<file path="config.mk">
export PLATFORM = sky130hd
export DESIGN_NAME = mdu_flat
export DESIGN_NICKNAME = d
export VERILOG_FILES = /design/src/rtl/mdu_if.sv /design/src/rtl/mdu.sv /design/src/flat_wrapper.sv
export SDC_FILE = /design/constraint.sdc
export NUM_CORES = 2
export LEC_CHECK = 0
export CORE_ASPECT_RATIO = 0.75
export CORE_UTILIZATION = 29
export DETAILED_ROUTE_END_ITERATION = 10
export SYNTH_ARGS = -nofsm -noshare
export SYNTH_HDL_FRONTEND = slang
export SYNTH_SLANG_ARGS = --single-unit
</file>
<file path="constraint.sdc">
create_clock -name clk -period 19.4 [get_ports clk]
set_input_delay 2.91 -clock clk [delete_from_list [all_inputs] [get_ports clk]]
set_output_delay 2.91 -clock clk [all_outputs]
set_load 0.1 [all_outputs]
</file>
<file path="src/rtl/mdu_if.sv">
// Bundle of the EX-stage <-> multiply/divide unit signals.
// The master side is decode/EX. The slave side is the MDU.
interface mdu_if;
  logic [3:0]  mdu_op_i;
  logic        mdu_valid_i;
  logic [31:0] rs_data_i;
  logic [31:0] rt_data_i;
  logic [31:0] mdu_result_o;
  logic        mdu_stall_o;
  logic        mdu_busy_o;

  modport master (
    output mdu_op_i, mdu_valid_i, rs_data_i, rt_data_i,
    input  mdu_result_o, mdu_stall_o, mdu_busy_o
  );

  modport slave (
    input  mdu_op_i, mdu_valid_i, rs_data_i, rt_data_i,
    output mdu_result_o, mdu_stall_o, mdu_busy_o
  );
endinterface

</file>
<file path="src/rtl/mdu.sv">
// Multiply/divide unit holding HI/LO: two-cycle MULT/MULTU, 32-step restoring
// DIV/DIVU with sign fixup, and combinational MUL/MFHI/MFLO result path.
module mdu (
  input  logic clk,
  input  logic rst,
  mdu_if.slave bus
);
  localparam logic [3:0] OP_DIV   = 4'd1;
  localparam logic [3:0] OP_DIVU  = 4'd2;
  localparam logic [3:0] OP_MUL   = 4'd3;
  localparam logic [3:0] OP_MULT  = 4'd4;
  localparam logic [3:0] OP_MULTU = 4'd5;
  localparam logic [3:0] OP_MFHI  = 4'd6;
  localparam logic [3:0] OP_MFLO  = 4'd7;
  localparam logic [3:0] OP_MTHI  = 4'd8;
  localparam logic [3:0] OP_MTLO  = 4'd9;

  typedef enum logic [1:0] {S_IDLE, S_MUL1, S_DIV, S_DFIX} state_t;

  state_t      state_q, state_d;
  logic [4:0]  cnt_q, cnt_d;
  logic [31:0] hi_q, hi_d;
  logic [31:0] lo_q, lo_d;
  logic [31:0] quo_q, quo_d;     // dividend/quotient shifter, or multiplicand
  logic [31:0] dvs_q, dvs_d;     // divisor magnitude, or multiplier
  logic [31:0] rem_q, rem_d;
  logic        sgn_a_q, sgn_a_d;
  logic        sgn_b_q, sgn_b_d;
  logic        signed_q, signed_d;
  logic        dz_q, dz_d;

  logic               op_valid;
  logic               accept;
  logic signed [32:0] mul_a;
  logic signed [32:0] mul_b;
  logic signed [65:0] prod;
  logic [32:0]        rem_sh;
  logic [32:0]        trial;
  logic [31:0]        unused_prod_hi;

  assign op_valid = bus.mdu_valid_i && (bus.mdu_op_i >= OP_DIV) && (bus.mdu_op_i <= OP_MTLO);
  assign bus.mdu_stall_o = op_valid && (state_q != S_IDLE);
  assign bus.mdu_busy_o  = (state_q != S_IDLE);
  assign accept = op_valid && (state_q == S_IDLE);

  // 33x33 signed product covers both MULT and zero-extended MULTU.
  assign mul_a = $signed({signed_q & quo_q[31], quo_q});
  assign mul_b = $signed({signed_q & dvs_q[31], dvs_q});
  assign prod  = mul_a * mul_b;
  assign unused_prod_hi = {30'd0, prod[65:64]};

  assign rem_sh = {rem_q, quo_q[31]};
  assign trial  = rem_sh - {1'b0, dvs_q};

  always_comb begin
    case (bus.mdu_op_i)
      OP_MUL:  bus.mdu_result_o = bus.rs_data_i * bus.rt_data_i;
      OP_MFHI: bus.mdu_result_o = hi_q;
      OP_MFLO: bus.mdu_result_o = lo_q;
      default: bus.mdu_result_o = 32'd0;
    endcase
  end

  always_comb begin
    state_d  = state_q;
    cnt_d    = cnt_q;
    hi_d     = hi_q;
    lo_d     = lo_q;
    quo_d    = quo_q;
    dvs_d    = dvs_q;
    rem_d    = rem_q;
    sgn_a_d  = sgn_a_q;
    sgn_b_d  = sgn_b_q;
    signed_d = signed_q;
    dz_d     = dz_q;

    case (state_q)
      S_IDLE: begin
        if (accept) begin
          case (bus.mdu_op_i)
            OP_DIV, OP_DIVU: begin
              sgn_a_d = (bus.mdu_op_i == OP_DIV) && bus.rs_data_i[31];
              sgn_b_d = (bus.mdu_op_i == OP_DIV) && bus.rt_data_i[31];
              quo_d   = sgn_a_d ? -bus.rs_data_i : bus.rs_data_i;
              dvs_d   = sgn_b_d ? -bus.rt_data_i : bus.rt_data_i;
              dz_d    = (bus.rt_data_i == 32'd0);
              rem_d   = 32'd0;
              cnt_d   = 5'd0;
              state_d = S_DIV;
            end
            OP_MULT, OP_MULTU: begin
              quo_d    = bus.rs_data_i;
              dvs_d    = bus.rt_data_i;
              signed_d = (bus.mdu_op_i == OP_MULT);
              state_d  = S_MUL1;
            end
            OP_MTHI: hi_d = bus.rs_data_i;
            OP_MTLO: lo_d = bus.rs_data_i;
            default: ;
          endcase
        end
      end
      S_MUL1: begin
        hi_d    = prod[63:32];
        lo_d    = prod[31:0];
        state_d = S_IDLE;
      end
      S_DIV: begin
        if (!trial[32]) begin
          rem_d = trial[31:0];
          quo_d = {quo_q[30:0], 1'b1};
        end else begin
          rem_d = rem_sh[31:0];
          quo_d = {quo_q[30:0], 1'b0};
        end
        cnt_d = cnt_q + 5'd1;
        if (cnt_q == 5'd31) state_d = S_DFIX;
      end
      S_DFIX: begin
        // A zero divisor leaves rem = |rs|, so the remainder fixup restores rs.
        hi_d    = sgn_a_q ? -rem_q : rem_q;
        lo_d    = dz_q ? 32'hFFFF_FFFF : ((sgn_a_q ^ sgn_b_q) ? -quo_q : quo_q);
        state_d = S_IDLE;
      end
      default: state_d = S_IDLE;
    endcase
  end

  always_ff @(posedge clk) begin
    if (rst) begin
      state_q  <= S_IDLE;
      cnt_q    <= 5'd0;
      hi_q     <= 32'd0;
      lo_q     <= 32'd0;
      quo_q    <= 32'd0;
      dvs_q    <= 32'd0;
      rem_q    <= 32'd0;
      sgn_a_q  <= 1'b0;
      sgn_b_q  <= 1'b0;
      signed_q <= 1'b0;
      dz_q     <= 1'b0;
    end else begin
      state_q  <= state_d;
      cnt_q    <= cnt_d;
      hi_q     <= hi_d;
      lo_q     <= lo_d;
      quo_q    <= quo_d;
      dvs_q    <= dvs_d;
      rem_q    <= rem_d;
      sgn_a_q  <= sgn_a_d;
      sgn_b_q  <= sgn_b_d;
      signed_q <= signed_d;
      dz_q     <= dz_d;
    end
  end
endmodule

</file>
<file path="src/flat_wrapper.sv">
// flat-port wrapper written by rule: the top's interface ports become plain ports
module mdu_flat 
  (clk, rst, bus_mdu_op_i, bus_mdu_valid_i, bus_rs_data_i, bus_rt_data_i, bus_mdu_result_o, bus_mdu_stall_o, bus_mdu_busy_o);
  mdu_if bus_i ();
  input  logic clk;
  input  logic rst;
  input wire logic [$bits(bus_i.mdu_op_i)-1:0] bus_mdu_op_i;
  input wire logic [$bits(bus_i.mdu_valid_i)-1:0] bus_mdu_valid_i;
  input wire logic [$bits(bus_i.rs_data_i)-1:0] bus_rs_data_i;
  input wire logic [$bits(bus_i.rt_data_i)-1:0] bus_rt_data_i;
  output wire logic [$bits(bus_i.mdu_result_o)-1:0] bus_mdu_result_o;
  output wire logic [$bits(bus_i.mdu_stall_o)-1:0] bus_mdu_stall_o;
  output wire logic [$bits(bus_i.mdu_busy_o)-1:0] bus_mdu_busy_o;
  assign bus_i.mdu_op_i = bus_mdu_op_i;
  assign bus_i.mdu_valid_i = bus_mdu_valid_i;
  assign bus_i.rs_data_i = bus_rs_data_i;
  assign bus_i.rt_data_i = bus_rt_data_i;
  assign bus_mdu_result_o = bus_i.mdu_result_o;
  assign bus_mdu_stall_o = bus_i.mdu_stall_o;
  assign bus_mdu_busy_o = bus_i.mdu_busy_o;
  mdu u_core (.clk(clk), .rst(rst), .bus(bus_i));
endmodule
</file>
# Word-level counts from Yosys, hierarchy flattened
# Cells that the tools add are included.
# totals
elab_cells	94
ff_bits	171
out_inout_bits	34
inputBits	71
# classes
eq_ne	19
n_mux	28
bitwise	3
reduce_logical	23
add_sub_neg	6
multipliers	2
n_lt_le_gt_ge	2
# op_table
operator	n
32-bit 2-to-1 mux	13
32-bit case mux with 3 select lines	3
32-bit case mux with 2 select lines	4
32-bit negation	4
33-bit by 33-bit multiplier with 64-bit output	1
33-bit by 32-bit subtractor with 33-bit output	1
32-bit zero test	1
32-bit by 32-bit multiplier with 32-bit output	1
3-bit AND reduction	8
4-bit by 3-bit equality test with 1-bit output, second input constant	4
5-bit 2-to-1 mux	2
5-bit case mux with 2 select lines	1
4-bit by 2-bit equality test with 1-bit output, second input constant	2
4-bit equality test, second input constant	2
1-bit logical AND	6
2-bit != test, second input constant	3
2-bit case mux with 3 select lines	1
2-bit nonzero test	3
2-bit OR reduction	3
5-bit by 1-bit adder with 5-bit output, second input constant	1
5-bit equality test, second input constant	1
2-bit equality test, second input constant	2
4-bit by 1-bit equality test with 1-bit output, second input constant	1
4-bit by 1-bit greater-or-equal comparator with 1-bit output, second input constant	1
11 further kinds	14

# Depth between registers and ports, before layout
# logic_depth
depth_word	6
ltp_mapped	32
mapped_depth_nobuf	29

# Worst setup path after synthesis
# Ideal clock, no wire load.
# synth_path
kind	input port to output port
from	input port bus_rs_data_i[14]
to	output port bus_mdu_result_o[31]
required_ns	16.490
path_slack_ns	4.878
path_buffers	4
cell_stages	29
t_arrival_ns	11.612
path_cell_list	clkbuf_1 clkbuf_1 clkbuf_1 nand2_1 fa_1 inv_1 fa_1 fa_1 fa_1 inv_1 fa_1 inv_1 fa_1 fa_1 inv_1 fa_1 inv_1 ha_1 clkbuf_1 a21o_1 a21o_1 a21o_1 a21oi_1 o21ai_0 o21a_1 a31oi_1 a21oi_1 xnor2_1 o21ai_0
# synth_between
elab_chain_cells	2
# synth_rtl
element	line	text
from (decl)	flat_wrapper.sv:9	input wire logic [$bits(bus_i.rs_data_i)-1:0] bus_rs_data_i;
32-bit by 32-bit multiplier with 32-bit output	mdu.sv:57	OP_MUL: bus.mdu_result_o = bus.rs_data_i * bus.rt_data_i;
32-bit case mux with 3 select lines	mdu.sv:56	case (bus.mdu_op_i)
to (decl)	flat_wrapper.sv:11	output wire logic [$bits(bus_i.mdu_result_o)-1:0] bus_mdu_result_o;
# No other way between the ends.

# Final worst setup path
# layout_path
from	input port bus_rs_data_i[18]
to	output port bus_mdu_result_o[31]
# The elaborated chain is that of the path after synthesis.

==> impl_summary.log <==
[metrics] dominant cells by area after synthesis: sky130_fd_sc_hd__fa_1 47%, sky130_fd_sc_hd__inv_1 9.7%, sky130_fd_sc_hd__nand2_1 7.4%, sky130_fd_sc_hd__ha_1 7.1%, sky130_fd_sc_hd__dfxtp_1 5.2%
[metrics] # port buffers: 104
[metrics] Async SR Flop Fraction: 0%
[metrics] synthesized netlist cell count: approximately 7700
[metrics] buffer count from post-CTS setup fixing: 0
[metrics] Clk pwr share: under 10%
[metrics] clock latency on the worst-skew pair: approximately 470 ps
[metrics] Period minus WS final: 14920 ps
[metrics] dominant synthesized flop cell: sky130_fd_sc_hd__dfxtp_1
[metrics] wire length on met1: slightly below 100 mm
[metrics] leakage component of the power: around 33 nW
[metrics] number of enable flip-flop cells after synthesis: 0
[metrics] share of cells above drive strength 1: 3.29%
[metrics] post-route fraction of the period consumed by the critical path: 76.9%
[metrics] number of synthesis warnings: 0
[metrics] routed wire length on met2: 94.6 mm
[metrics] remaining global-route overflow: 0
[metrics] max-cap violation count: 0
[metrics] CP Class: in -> out
[metrics] number of vias in the routed layout: 53500
[metrics] global-route wire length before repair: 350 mm
[metrics] Max H-tree Level: 4
[metrics] Die ar.: 229000 um2
[metrics] maximum operating frequency: 67.0 MHz
[metrics] initial standard-cell utilization of the core: 29.2%
[metrics] portion of synthesized cell area occupied by the leading cell type: 46.6%
[metrics] length of the first detailed-routing pass in iterations: 9
[metrics] number of nets in the layout: ~9500
[metrics] met3 routed wirelength: 29.1 mm
[metrics] final routed wire length divided by cell count: 21.8 um
[metrics] area of the core: approximately 230000 um2
[metrics] hold violation total from the final report: 0
[metrics] register bit total from synthesis: 171
[metrics] pin count of the biggest net entering global routing: 92
[metrics] post-synthesis sequential area ratio: ~5.2%
[metrics] clock-pin slew on the worst setup and hold paths: 80 ps
[metrics] switching share of power: 58.6%
[metrics] total placed instance area: 69800 um2
[metrics] remaining antenna violation count: 0
[metrics] outcome: complete, no violations
[metrics] net count after synthesis: roughly 9700
[metrics] internal portion of total power: 3.70 mW
[metrics] TritonCTS clock tree: yes
[metrics] layout-stage area growth over the synthesis result: 6.91%
[metrics] Worst VDD drop: 497 uV
[metrics] number of antenna violations at the first check in global routing: 12
[metrics] final number of max-transition violations: 0
[metrics] combined global-route utilization of all metal layers: 20.1%
[metrics] highest signal layer in the routed design: met5
[metrics] relative max-transition margin: a little under a quarter
[metrics] critical path data arrival time: roughly 12000 ps
[metrics] cell type with the highest occurrence count on the critical path: sky130_fd_sc_hd__fa_1
[metrics] setup repair after global routing missed its margin: no
[metrics] nature of the critical path endpoint: output pin
[metrics] cts repair resizes: 0
[metrics] number of remaining DRC errors: 0
[metrics] Setup TNS Final: 0 ps
[metrics] sequential share of power: 4.3%
[metrics] DRC violation total after the first TritonRoute iteration: approximately 5700
[metrics] maximum fanout count along the critical path: 19
[metrics] y dimension of the die: roughly 410 um
[metrics] CP max stage cell: sky130_fd_sc_hd__clkdlybuf4s50_1
[metrics] total wirelength of the detailed-routed design: 230 mm
[metrics] Num Clock Sinks: 171
[metrics] post-DP HPWL: 176 mm
[metrics] Syn Area/Cell: roughly 8.5 um2
[metrics] HP Class: reg -> reg
[metrics] power per standard cell area: 127 nW/um2
[metrics] area leader, netlist: sky130_fd_sc_hd__fa_1
[metrics] final design area excluding fillers: 70400 um2
[metrics] die boundary width: between 500 and 600 um
[metrics] Distinct cells, synth: a little under 100
[metrics] I/O pin count: 105
[metrics] Inserted Clock Buffers: 17
[metrics] Setup-failing EPs final: 0
[metrics] vias in the first global route: 55400
[metrics] final-layout fill cell count: around 24000
[metrics] hold buffer count at CTS: 0
[metrics] CTS root buf: sky130_fd_sc_hd__clkbuf_16
[metrics] Critical Path Max Stage Delay: 1200 ps
[metrics] slew at the pin with the worst max-slew slack: 1150 ps
[metrics] relative contribution of combinational cells to total power: 91.4%
[metrics] Startpoint Class: input port
[metrics] final setup skew: 19.1 ps
[metrics] cell area after synthesis: 65900 um2
[metrics] clk buf depth: 2
[metrics] routability congestion estimate from global placement: roughly 0.95
[metrics] number of placement rows: 151
[metrics] worst path required time: 16490 ps
[metrics] Vias/cell: 5.08
[metrics] Net Sw Power: 5.24 mW
==> synthesized netlist by cell type, types with 8 or more instances <==
library cell               number
sky130_fd_sc_hd__and2_1       375
sky130_fd_sc_hd__nand4_1       10
sky130_fd_sc_hd__o21ai_0      139
sky130_fd_sc_hd__or3_1         21
sky130_fd_sc_hd__fa_1        1534
sky130_fd_sc_hd__a21o_1        64
sky130_fd_sc_hd__a22oi_1       37
sky130_fd_sc_hd__o22ai_1       16
sky130_fd_sc_hd__a222oi_1      31
sky130_fd_sc_hd__o41ai_1       12
sky130_fd_sc_hd__nand2_1     1293
sky130_fd_sc_hd__a311oi_1      20
sky130_fd_sc_hd__o21ai_1       55
sky130_fd_sc_hd__or2_2         10
sky130_fd_sc_hd__a21oi_1      184
sky130_fd_sc_hd__or4_1         15
sky130_fd_sc_hd__o21bai_1      18
sky130_fd_sc_hd__nor2_1       387
sky130_fd_sc_hd__o21a_1        20
sky130_fd_sc_hd__and3_1        36
sky130_fd_sc_hd__xnor2_1      166
sky130_fd_sc_hd__xor2_1       128
sky130_fd_sc_hd__a221oi_1       8
sky130_fd_sc_hd__nor2b_1       15
sky130_fd_sc_hd__ha_1         374
sky130_fd_sc_hd__nor3_1        46
sky130_fd_sc_hd__inv_1       1699
sky130_fd_sc_hd__o211ai_1      19
sky130_fd_sc_hd__a211oi_1      75
sky130_fd_sc_hd__buf_1         55
sky130_fd_sc_hd__mux2i_1       10
sky130_fd_sc_hd__a31oi_1       24
sky130_fd_sc_hd__nor4_1        13
sky130_fd_sc_hd__nand3_1       37
sky130_fd_sc_hd__dfxtp_1      171
sky130_fd_sc_hd__nand2b_1      21
sky130_fd_sc_hd__clkbuf_1     414
sky130_fd_sc_hd__o31ai_1       34
==> metal layers <==
| metal | vias to the layer above | GRT usage [%] |
|---|---|---|
| met5 | - | 0 |
| li1 | 22700 | - |
| met3 | 392 | 5.49 |
| met2 | 2996 | 29.0 |
| met1 | 27400 | 29.0 |
| met4 | 10 | 5.99 |
==> worst paths after layout <==
path | from | to | slack [ps] | cells past startpoint
max | bus_rs_data_i[18] | bus_mdu_result_o[31] | 4480 | 29
min | u_core.cnt_q[3] | u_core.cnt_q[3] | 480 | 1
max reg2reg | u_core.quo_q[31] | u_core.hi_q[27] | 8660 | 26
min reg2reg | u_core.cnt_q[3] | u_core.cnt_q[3] | 480 | 1
==> state kept, by name, summed over array words and instances (netlist names), 2 cells and up <==
name            flops
u_core.dvs_q       32
u_core.cnt_q        5
u_core.quo_q       32
u_core.lo_q        32
u_core.state_q      2
u_core.rem_q       32
u_core.hi_q        32
==> final cells by class <==
class                      count  area, um2  share of cell area (%)
multi-input combinational   5374      54100                    76.8
antenna                        8       20.0                  0.0284
sequential                   171       3440                    4.89
tap                         2983       3730                    5.30
clock buffer                  18        439                   0.624
timing repair buffer         244       2090                    2.97
clock inverter                14        184                   0.261
inverter                    1707       6410                    9.10
==> cells in the final DEF, fill, tap and decap left out, drive strengths merged, types with 21 or more instances in the layout <==
| cell type | netlist | routed |
|---|---|---|
| and2 | 377 | 377 |
| o31ai | 35 | 35 |
| or3 | 22 | 22 |
| a31oi | 28 | 28 |
| nand3 | 37 | 37 |
| buf | 70 | 141 |
| a21o | 66 | 66 |
| xor2 | 128 | 128 |
| xnor2 | 166 | 166 |
| nor3 | 47 | 47 |
| a21oi | 184 | 184 |
| a22oi | 37 | 37 |
| inv | 1700 | 1705 |
| dfxtp | 171 | 171 |
| nand2 | 1293 | 1293 |
| o21ai | 194 | 194 |
| nor2 | 387 | 387 |
| a211oi | 75 | 75 |
| and3 | 41 | 41 |
| nand2b | 21 | 21 |
| ha | 374 | 374 |
| fa | 1534 | 1534 |
| a222oi | 31 | 31 |
| clkdlybuf4s50 | 0 | 103 |
==> cell families (layout without fill, tap and decap cells) <==
| group | count (synthesis) | in the layout | synth area share [%] |
|---|---|---|---|
| flops | 171 | 171 | 5.20 |
| other cells | 0 | 8 | 0 |
| simple gates | 2312 | 2312 | 15.6 |
| fa+ha+maj | 1908 | 1908 | 53.7 |
| buf+inv | 2200 | 1983 | 12.7 |
| xor+xnor | 294 | 294 | 3.91 |
| compound gates | 842 | 842 | 8.60 |
| mux | 18 | 18 | 0.289 |
==> critical path, delay by kind of cell <==
family          cells  cell delay, ps
simple gates        1             160
fa+ha+maj           9            4360
xor+xnor            1             160
buf+inv             9            2730
compound gates      9            1680
==> stage by stage <==
stage	instances	util (%)	worst slack, ps	total power, mW	hold WS, ps
2_1_floorplan	7745	-	4880	6.25	439
3_3_place_gp	10500	30.9	4520	8.39	460
3_5_place_dp	10500	30.9	4560	8.44	470
4_1_cts	10500	31.2	4550	8.86	481
5_1_grt	10500	31.2	4180	9.74	507
6_report	10500	31.2	4480	8.95	485
==> power by group through the flow <==
stage                     sequential (mW)  combinational, mW  clock (mW)
final                               0.386               8.18       0.383
after global routing                0.386               8.96       0.392
after CTS                           0.385               8.10       0.379
after detailed placement            0.393               8.05           0
after global placement              0.392               8.00           0
after floorplan                     0.379               5.87           0
(Power assumes the default switching activity.)
